$ cat config.mk
export PLATFORM = sky130hd
export DESIGN_NAME = systolic_array_feeder
export DESIGN_NICKNAME = d
export VERILOG_FILES = /design/src/rtl/systolic_array_feeder.sv
export SDC_FILE = /design/constraint.sdc
export NUM_CORES = 1
export LEC_CHECK = 0
export ABC_CLOCK_PERIOD_IN_PS = 5400
export CAP_MARGIN = 20
export CORE_ASPECT_RATIO = 0.7
export CORE_MARGIN = 2
export CORE_UTILIZATION = 45
export DETAILED_ROUTE_END_ITERATION = 16
export DONT_BUFFER_PORTS = 1
export GPL_TIMING_DRIVEN = 0
export PLACE_DENSITY = 0.64
export REMOVE_ABC_BUFFERS = 1
export SETUP_SLACK_MARGIN = 0.02
export SLEW_MARGIN = 20
export SYNTH_ARGS = -nofsm -noshare
export SYNTH_HDL_FRONTEND = slang
export SYNTH_SLANG_ARGS = --single-unit
$ cat constraint.sdc
create_clock -name clk -period 5.4 [get_ports clk]
set_input_delay 0.27 -clock clk [delete_from_list [all_inputs] [get_ports clk]]
set_output_delay 0.27 -clock clk [all_outputs]
set_load 0.05 [all_outputs]
$ cat src/rtl/systolic_array_feeder.sv
// systolic_array_feeder: command-driven sequencer that loads weights and
// input/partial-sum rows into a systolic array, collects the output rows in
// whatever order the array produces them, and returns them in row order.
module systolic_array_feeder #(
  parameter int N  = 4,
  parameter int DW = 16,
  parameter int RW = $clog2(N)
) (
  input  logic              clk,
  input  logic              rst,
  input  logic              cmd_valid,
  output logic              cmd_ready,
  input  logic              cmd_load_w,
  input  logic [1:0]        cmd_gap,
  input  logic              src_valid,
  output logic              src_ready,
  input  logic [N*DW-1:0]   src_data,
  input  logic [N*DW-1:0]   src_partial,
  output logic              sa_weight_en,
  output logic              sa_input_en,
  output logic              sa_partial_en,
  output logic [RW-1:0]     sa_row_in_en,
  output logic [RW-1:0]     sa_row_ps_en,
  output logic [N*DW-1:0]   sa_array_in,
  output logic [N*DW-1:0]   sa_array_in_partials,
  input  logic              sa_out_en,
  input  logic [RW-1:0]     sa_row_out,
  input  logic [N*DW-1:0]   sa_array_output,
  input  logic              sa_drained,
  output logic              res_valid,
  input  logic              res_ready,
  output logic [RW-1:0]     res_row,
  output logic [N*DW-1:0]   res_data,
  output logic              done,
  output logic              err
);

  localparam logic [2:0] S_IDLE    = 3'd0;
  localparam logic [2:0] S_WLOAD   = 3'd1;
  localparam logic [2:0] S_WSETTLE = 3'd2;
  localparam logic [2:0] S_INLOAD  = 3'd3;
  localparam logic [2:0] S_GAP     = 3'd4;
  localparam logic [2:0] S_DRAIN   = 3'd5;
  localparam logic [2:0] S_RESULT  = 3'd6;

  logic [2:0]                 state;
  logic [RW-1:0]              k;       // rows accepted in the current load phase
  logic [1:0]                 gap_q;   // latched inter-row gap
  logic [1:0]                 gcnt;    // remaining gap cycles
  logic [RW-1:0]              r;       // result row being offered
  logic [N-1:0]               mask;    // output rows captured so far
  logic [N-1:0][N*DW-1:0]     rbuf;    // captured output rows, indexed by row

  logic         accept;
  logic         cap_ok;
  logic         res_fire;
  logic [N-1:0] hot;
  logic [N-1:0] mask_nx;

  assign cmd_ready = !rst && (state == S_IDLE);
  assign src_ready = !rst && ((state == S_WLOAD) || (state == S_INLOAD));
  assign accept    = src_valid && src_ready;
  assign cap_ok    = sa_out_en &&
                     ((state == S_INLOAD) || (state == S_GAP) || (state == S_DRAIN));
  assign res_valid = (state == S_RESULT);
  assign res_fire  = res_valid && res_ready;
  assign res_row   = r;
  assign res_data  = res_valid ? rbuf[r] : '0;

  // Mask as it will be after this cycle's capture, so a last row arriving
  // together with sa_drained releases DRAIN on the same edge.
  always_comb begin
    hot = '0;
    if (cap_ok) hot[sa_row_out] = 1'b1;
    mask_nx = mask | hot;
  end

  // Sequencer: command accept, weight/input streaming, gaps, drain, result return.
  always_ff @(posedge clk) begin
    if (rst) begin
      state <= S_IDLE;
      k     <= '0;
      gap_q <= '0;
      gcnt  <= '0;
      r     <= '0;
      done  <= 1'b0;
    end else begin
      done <= 1'b0;
      case (state)
        S_IDLE: if (cmd_valid) begin
          gap_q <= cmd_gap;
          k     <= '0;
          r     <= '0;
          state <= cmd_load_w ? S_WLOAD : S_INLOAD;
        end
        S_WLOAD: if (accept) begin
          k <= k + 1'b1;                       // wraps to 0 after row N-1
          if (k == RW'(N-1)) state <= S_WSETTLE;
        end
        S_WSETTLE: state <= S_INLOAD;
        S_INLOAD: if (accept) begin
          k <= k + 1'b1;
          if (k == RW'(N-1)) begin
            state <= S_DRAIN;
          end else if (gap_q != 2'd0) begin
            gcnt  <= gap_q;
            state <= S_GAP;
          end
        end
        S_GAP: begin
          gcnt <= gcnt - 2'd1;
          if (gcnt == 2'd1) state <= S_INLOAD;
        end
        S_DRAIN: if ((&mask_nx) && sa_drained) state <= S_RESULT;
        S_RESULT: if (res_fire) begin
          r <= r + 1'b1;
          if (r == RW'(N-1)) begin
            done  <= 1'b1;
            state <= S_IDLE;
          end
        end
        default: state <= S_IDLE;
      endcase
    end
  end

  // Output-row capture into the reorder buffer, with sticky protocol error.
  always_ff @(posedge clk) begin
    if (rst) begin
      mask <= '0;
      rbuf <= '0;
      err  <= 1'b0;
    end else begin
      if ((state == S_IDLE) && cmd_valid) mask <= '0;
      if (sa_out_en) begin
        if (cap_ok) begin
          rbuf[sa_row_out] <= sa_array_output;
          mask[sa_row_out] <= 1'b1;
          if (mask[sa_row_out]) err <= 1'b1;
        end else begin
          err <= 1'b1;
        end
      end
    end
  end

  // Registered array strobes: one-cycle pulse per accepted source row, else all zero.
  always_ff @(posedge clk) begin
    if (rst) begin
      sa_weight_en         <= 1'b0;
      sa_input_en          <= 1'b0;
      sa_partial_en        <= 1'b0;
      sa_row_in_en         <= '0;
      sa_row_ps_en         <= '0;
      sa_array_in          <= '0;
      sa_array_in_partials <= '0;
    end else begin
      sa_weight_en         <= 1'b0;
      sa_input_en          <= 1'b0;
      sa_partial_en        <= 1'b0;
      sa_row_in_en         <= '0;
      sa_row_ps_en         <= '0;
      sa_array_in          <= '0;
      sa_array_in_partials <= '0;
      if (accept && (state == S_WLOAD)) begin
        sa_weight_en <= 1'b1;
        sa_row_in_en <= ~k;                  // N-1-k, N being a power of two
        sa_array_in  <= src_data;
      end
      if (accept && (state == S_INLOAD)) begin
        sa_input_en          <= 1'b1;
        sa_partial_en        <= 1'b1;
        sa_row_in_en         <= k;
        sa_row_ps_en         <= k;
        sa_array_in          <= src_data;
        sa_array_in_partials <= src_partial;
      end
    end
  end

endmodule

Yosys cells after proc, flatten, opt, wreduce, memory -nomap -nowiden
Cells that the tools add are included.
- register bits: 407
- input port bits: 204
- output and inout port bits: 206
- logic and storage cells: 127
- add/sub/neg operators: 3
- $lt $le $gt $ge: 3
- equality and inequality tests: 22
- multiplexer cells: 45
- bitwise operators: 6
- reductions and logical operators: 30
- operator list (operator ; number):
    64-bit two-way mux ; 5
    256-bit bitwise mux ; 1
    64-bit binary-select mux with 2-bit select ; 1
    64-bit demux with 2-bit select ; 1
    3-bit two-way mux ; 10
    3-bit case mux with 7 select lines ; 1
    4-bit two-way mux ; 5
    2-bit two-way mux ; 9
    2-bit by 1-bit inequality test with 1-bit output (second input constant) ; 6
    2-bit inequality test (second input constant) ; 6
    2-bit case mux with 2 select lines ; 3
    1-bit logical AND ; 10
    3-bit equality test (second input constant) ; 3
    9-bit AND reduction ; 1
    4-bit bitwise OR ; 2
    4-bit AND reduction ; 2
    2-bit nonzero test ; 4
    1-bit two-way mux ; 7
    3-bit by 2-bit equality test with 1-bit output (second input constant) ; 2
    2-bit by 3-bit < comparator with 1-bit output (second input constant) ; 2
    2-bit AND reduction ; 3
    3-bit AND reduction ; 2
    2-bit by 1-bit adder with 2-bit output (second input constant) ; 2
    2-bit equality test (second input constant) ; 2
    other kinds (14) ; 19

Longest topological paths before layout
- depth after elaboration: 10
- mapped depth: 8
- gate-level depth less buffers: 7

Worst setup path before layout
OpenSTA, ideal clock, no wires.
- path type: flip-flop to output port
- start: register r[1], in the netlist res_row[1]
- end: output res_data[15]
- arrival: 2.282 ns
- required time: 5.130 ns
- setup slack: 2.848 ns
- cell stages (with the launch flop): 5
- path buffers: 2
- cell sequence: dfxtp_1 clkbuf_1 buf_2 mux4_2 and2_1
- cells in the longest elaborated chain, start to end: 3
- ends and longest elaborated chain (what ; line ; source):
    start: declaration ; 50 ; logic [RW-1:0] r;
    start signal: assignment ; 116 ; r <= r + 1'b1;
    64-bit binary-select mux with 2-bit select ; 68 ; assign res_data = res_valid ? rbuf[r] : '0;
    64-bit two-way mux (not written as such) ; 68 ;
    64-bit two-way mux ; 68 ;
    end: declaration ; 33 ; output logic [N*DW-1:0] res_data,
Every way passes these cells. The select of a mux whose other input is x is not followed.

Worst setup path after layout
- start: register state[1]
- end: register rbuf[97] (netlist bit)
- cells in the longest elaborated chain, start to end: 5
- elaborated cells between the ends (all ways): 7
- those cells by class: eq/ne: 3; reduce/logical: 4
- ends and longest elaborated chain (what ; line ; source):
    start: declaration ; 46 ; logic [2:0] state;
    start signal: assignment ; 94 ; state <= cmd_load_w ? S_WLOAD : S_INLOAD;
    3-bit by 2-bit equality test with 1-bit output or 3-bit equality test (tied branches) ; 64 ; ((state == S_INLOAD) || (state == S_GAP) || (state == S_DRAIN));
    1-bit logical OR ; 64 ;
    1-bit logical OR * ; 64 ;
    1-bit logical AND * ; 63 ; assign cap_ok = sa_out_en &&
    2-bit AND reduction (no line) * ; -- ;
    end signal: indexed assignment ; 137 ; rbuf[sa_row_out] <= sa_array_output;
    end: declaration ; 52 ; logic [N-1:0][N*DW-1:0] rbuf;
Mark *: on every way between the ends. The rest lies on a longest branch, timed or not.
A chain may end at the register's enable or synchronous reset.

==> out/results.ini <==
[yosys]
synth_seq_cells=407
synth.most_common_cell=dfxtp_1
synth_seq_area_share_pct=52.8
netlist_instances=1468
synth_top_cells_by_count=dfxtp_1 (407), nor2_1 (211), mux2i_1 (195)
ys_types=38
syn_area_mm2=0.0154
ys.flop_type=dfxtp_1
yosys.area.top_type=dfxtp_1
netlist.area_leader.share_pct=52.8
synth_area_leaders=dfxtp_1 (53%), mux2i_1 (13%), mux4_2 (9.5%), and2_1 (5.3%), nor2_1 (5.1%)
ys.warnings.count=0
async_reset_ff_share_pct=0
syn_area_per_cell_um2=10.5
synth-edff-count=0

[routing]
antenna_left=0
drt_pre_antenna_iters=5
wirelength_mm=43.6
drtIter0Drc=800
vias=11300
via_per_inst=5.37
route.detailed.drc=0
wl_per_cell_um=20.7

[global_routing]
grt_usage_pct=23.7
globalRouteMet1Util_pct=31.7
use_met3_pct=7.38
grt_busiest_layer=met2
overflow=0
grt_pass1_wl_mm=66.3
antenna_found_initial=10
grtUsageMet2_pct=37.1
grt_start_max_net_pins=274
grt_pass1_vias=11000

[die]
ioPinCount=410
core_area_mm2=0.0336
std_cell_rows=56
die_h_um=159
die-width_um=225
initial_core_util_pct=45.9
die-area_mm2=0.0358

[setup_path]
cpMostUsedCell=buf_4
crit_chain=and3b_1 -> o21ai_1 -> nor3b_2 -> buf_6 -> buf_4 -> buf_6 -> buf_4 -> buf_4 -> mux2i_1 -> nor2_1
path_max_fanout=89
path_class=reg2reg
endpoint_kind=register
cpLargestDelayFamily=simple AND/OR/NAND/NOR gates
path_buf_inv=5
cp-startpoint=state[1]
required_ns=5.78
reg2reg_from=state[1]
critPathMaxStageDelay_ns=0.85
worst_setup_path_start_kind=register
cp.arrival_ns=3.71
crit_path_top_delay_cell=dfxtp_4

[clock_tree]
cts_buffer_depth=3
clk_pin_slew_ns=0.07
clk_latency_ns=0.53
cts_sinks=407
htree_levels=2
cts_tree=done
ctsResizeCount=0
cts_buffers=39
cts-root-buf=clkbuf_16

[pwr]
p_int_uw=4880
peakVddDrop_mv=0.172
p_seq_share_pct=50.2
power.density_mw_per_mm2=320
p_switching_uw=1390
p_clk_share_pct=44.8
finalPower_uw=6270
p_leak_uw=0.00716
p_sw_share_pct=22.2
p_comb_share_pct=4.9

[min_path]
hp-start=rst
hp-class=in2reg

[placement]
postPlaceCellArea_mm2=0.0162
place.gp.congestion=0.849
dp_cells=1826
numPortBuffers=0
hpwlAfterDp_mm=28.0

[finish]
layout.nets=1842
multi_input_area_mm2=0.00684
area_growth_pct=27.0
final_core_util_pct=58.3
drive_gt1_share_pct=10.6
fillCellCount=2706
fin_cells=2104
design_area_mm2=0.0196
register_area_mm2=0.00816

[sta]
slew_headroom_pct=34.7
slew_viol_final=0
layout_min_cycle_time_ns=3.34
max_freq_mhz=300
rsz0062_at_grt=false
setup_viol=0
skew_ns=0.0121
final.period_utilization_pct=61.8
hold_viol=0
worstMarginPinSlew_ns=0.978

[outcome]
status=completed

[job]
maxCapViolCount=0

worst paths after layout:
| path | to | slack (ns) | depth (start not counted) |
|---|---|---|---|
| worst max register to register | rbuf[97] | 2.06 | 10 |
| worst min register to register | rbuf[55] | 0.45 | 2 |
| worst max-delay path | rbuf[97] | 2.06 | 10 |
| worst min-delay path | sa_weight_en | 0.03 | 2 |
registers in the layout, indices dropped and copies added, names as in the netlist:
signal,flops
err,1
k,2
state,3
sa_weight_en,1
gcnt,2
rbuf,256
res_row,2
done,1
sa_array_in,64
sa_row_in_en,2
sa_partial_en,1
sa_array_in_partials,64
gap_q,2
sa_row_ps_en,2
mask,4
cell type report:
class                           instances  share of cell area, %
Timing Repair Buffer                  240                   13.8
Tap cell                              435                   2.78
Clock inverter                          9                  0.670
Sequential cell                       407                   41.6
Clock buffer                           60                   6.11
Multi-Input combinational cell        942                   34.9
Inverter                                5                 0.0957
Antenna cell                            6                 0.0766
power groups by stage:
stage	clock [µW]	combinational, µW	sequential, µW
6_report	2810	309	3150
5_1_grt	2990	332	3150
4_1_cts	2870	301	3150
3_5_place_dp	0	124	3220
3_3_place_gp	0	118	3210
2_1_floorplan	0	95.2	3200
stage by stage:
stage	TNS (ns)	worst slack [ns]	hold WS, ns
after floorplan	-419.89	-3.68	0.339
after global placement	-1352.45	-8.85	0.367
after detailed placement	0	2.15	0.368
after CTS	0	2.08	0.0151
after global routing	0	1.84	0.0176
final	0	2.06	0.0341
cell usage in the layout (no fill, tap or decap), types with 4 or more instances in the layout:
cell	count
diode_2	6
nand3_1	4
a211oi_1	4
dlygate4sd3_1	201
nor3_1	4
clkbuf_16	41
and2_1	131
nor2b_1	4
buf_4	11
inv_1	5
buf_6	7
dfxtp_1	404
and3_1	66
mux4_2	65
mux2i_1	195
clkbuf_8	10
a21oi_1	83
nor2_1	210
clkbuf_1	9
nand2_1	136
buf_16	16
nand2b_1	4
metal layers:
layer | up-vias | part of all wire, %
li1 | 5313 | -
met1 | 5520 | 43
met2 | 368 | 46
met3 | 81 | 8.1
met4 | 8 | 2.3
met5 | - | 0.13
cell families after synthesis:
logic type	count (synthesis)	synth area share, %
and+or+nand+nor	576	17.8
DFF	407	52.8
buffers and inverters	119	3.29
muxes	260	22.1
adders and majority gates	3	0.243
AOI/OAI and AO/OA	101	3.63
xor gates and xnor gates	2	0.113
repair_timing:
item | 4_1_cts | 5_1_grt
endpoints found under the hold margin | 402 | 0
hold buffers | 202 | 0
buffers inserted | 0 | 0
Power figures use the tool's default switching activity.
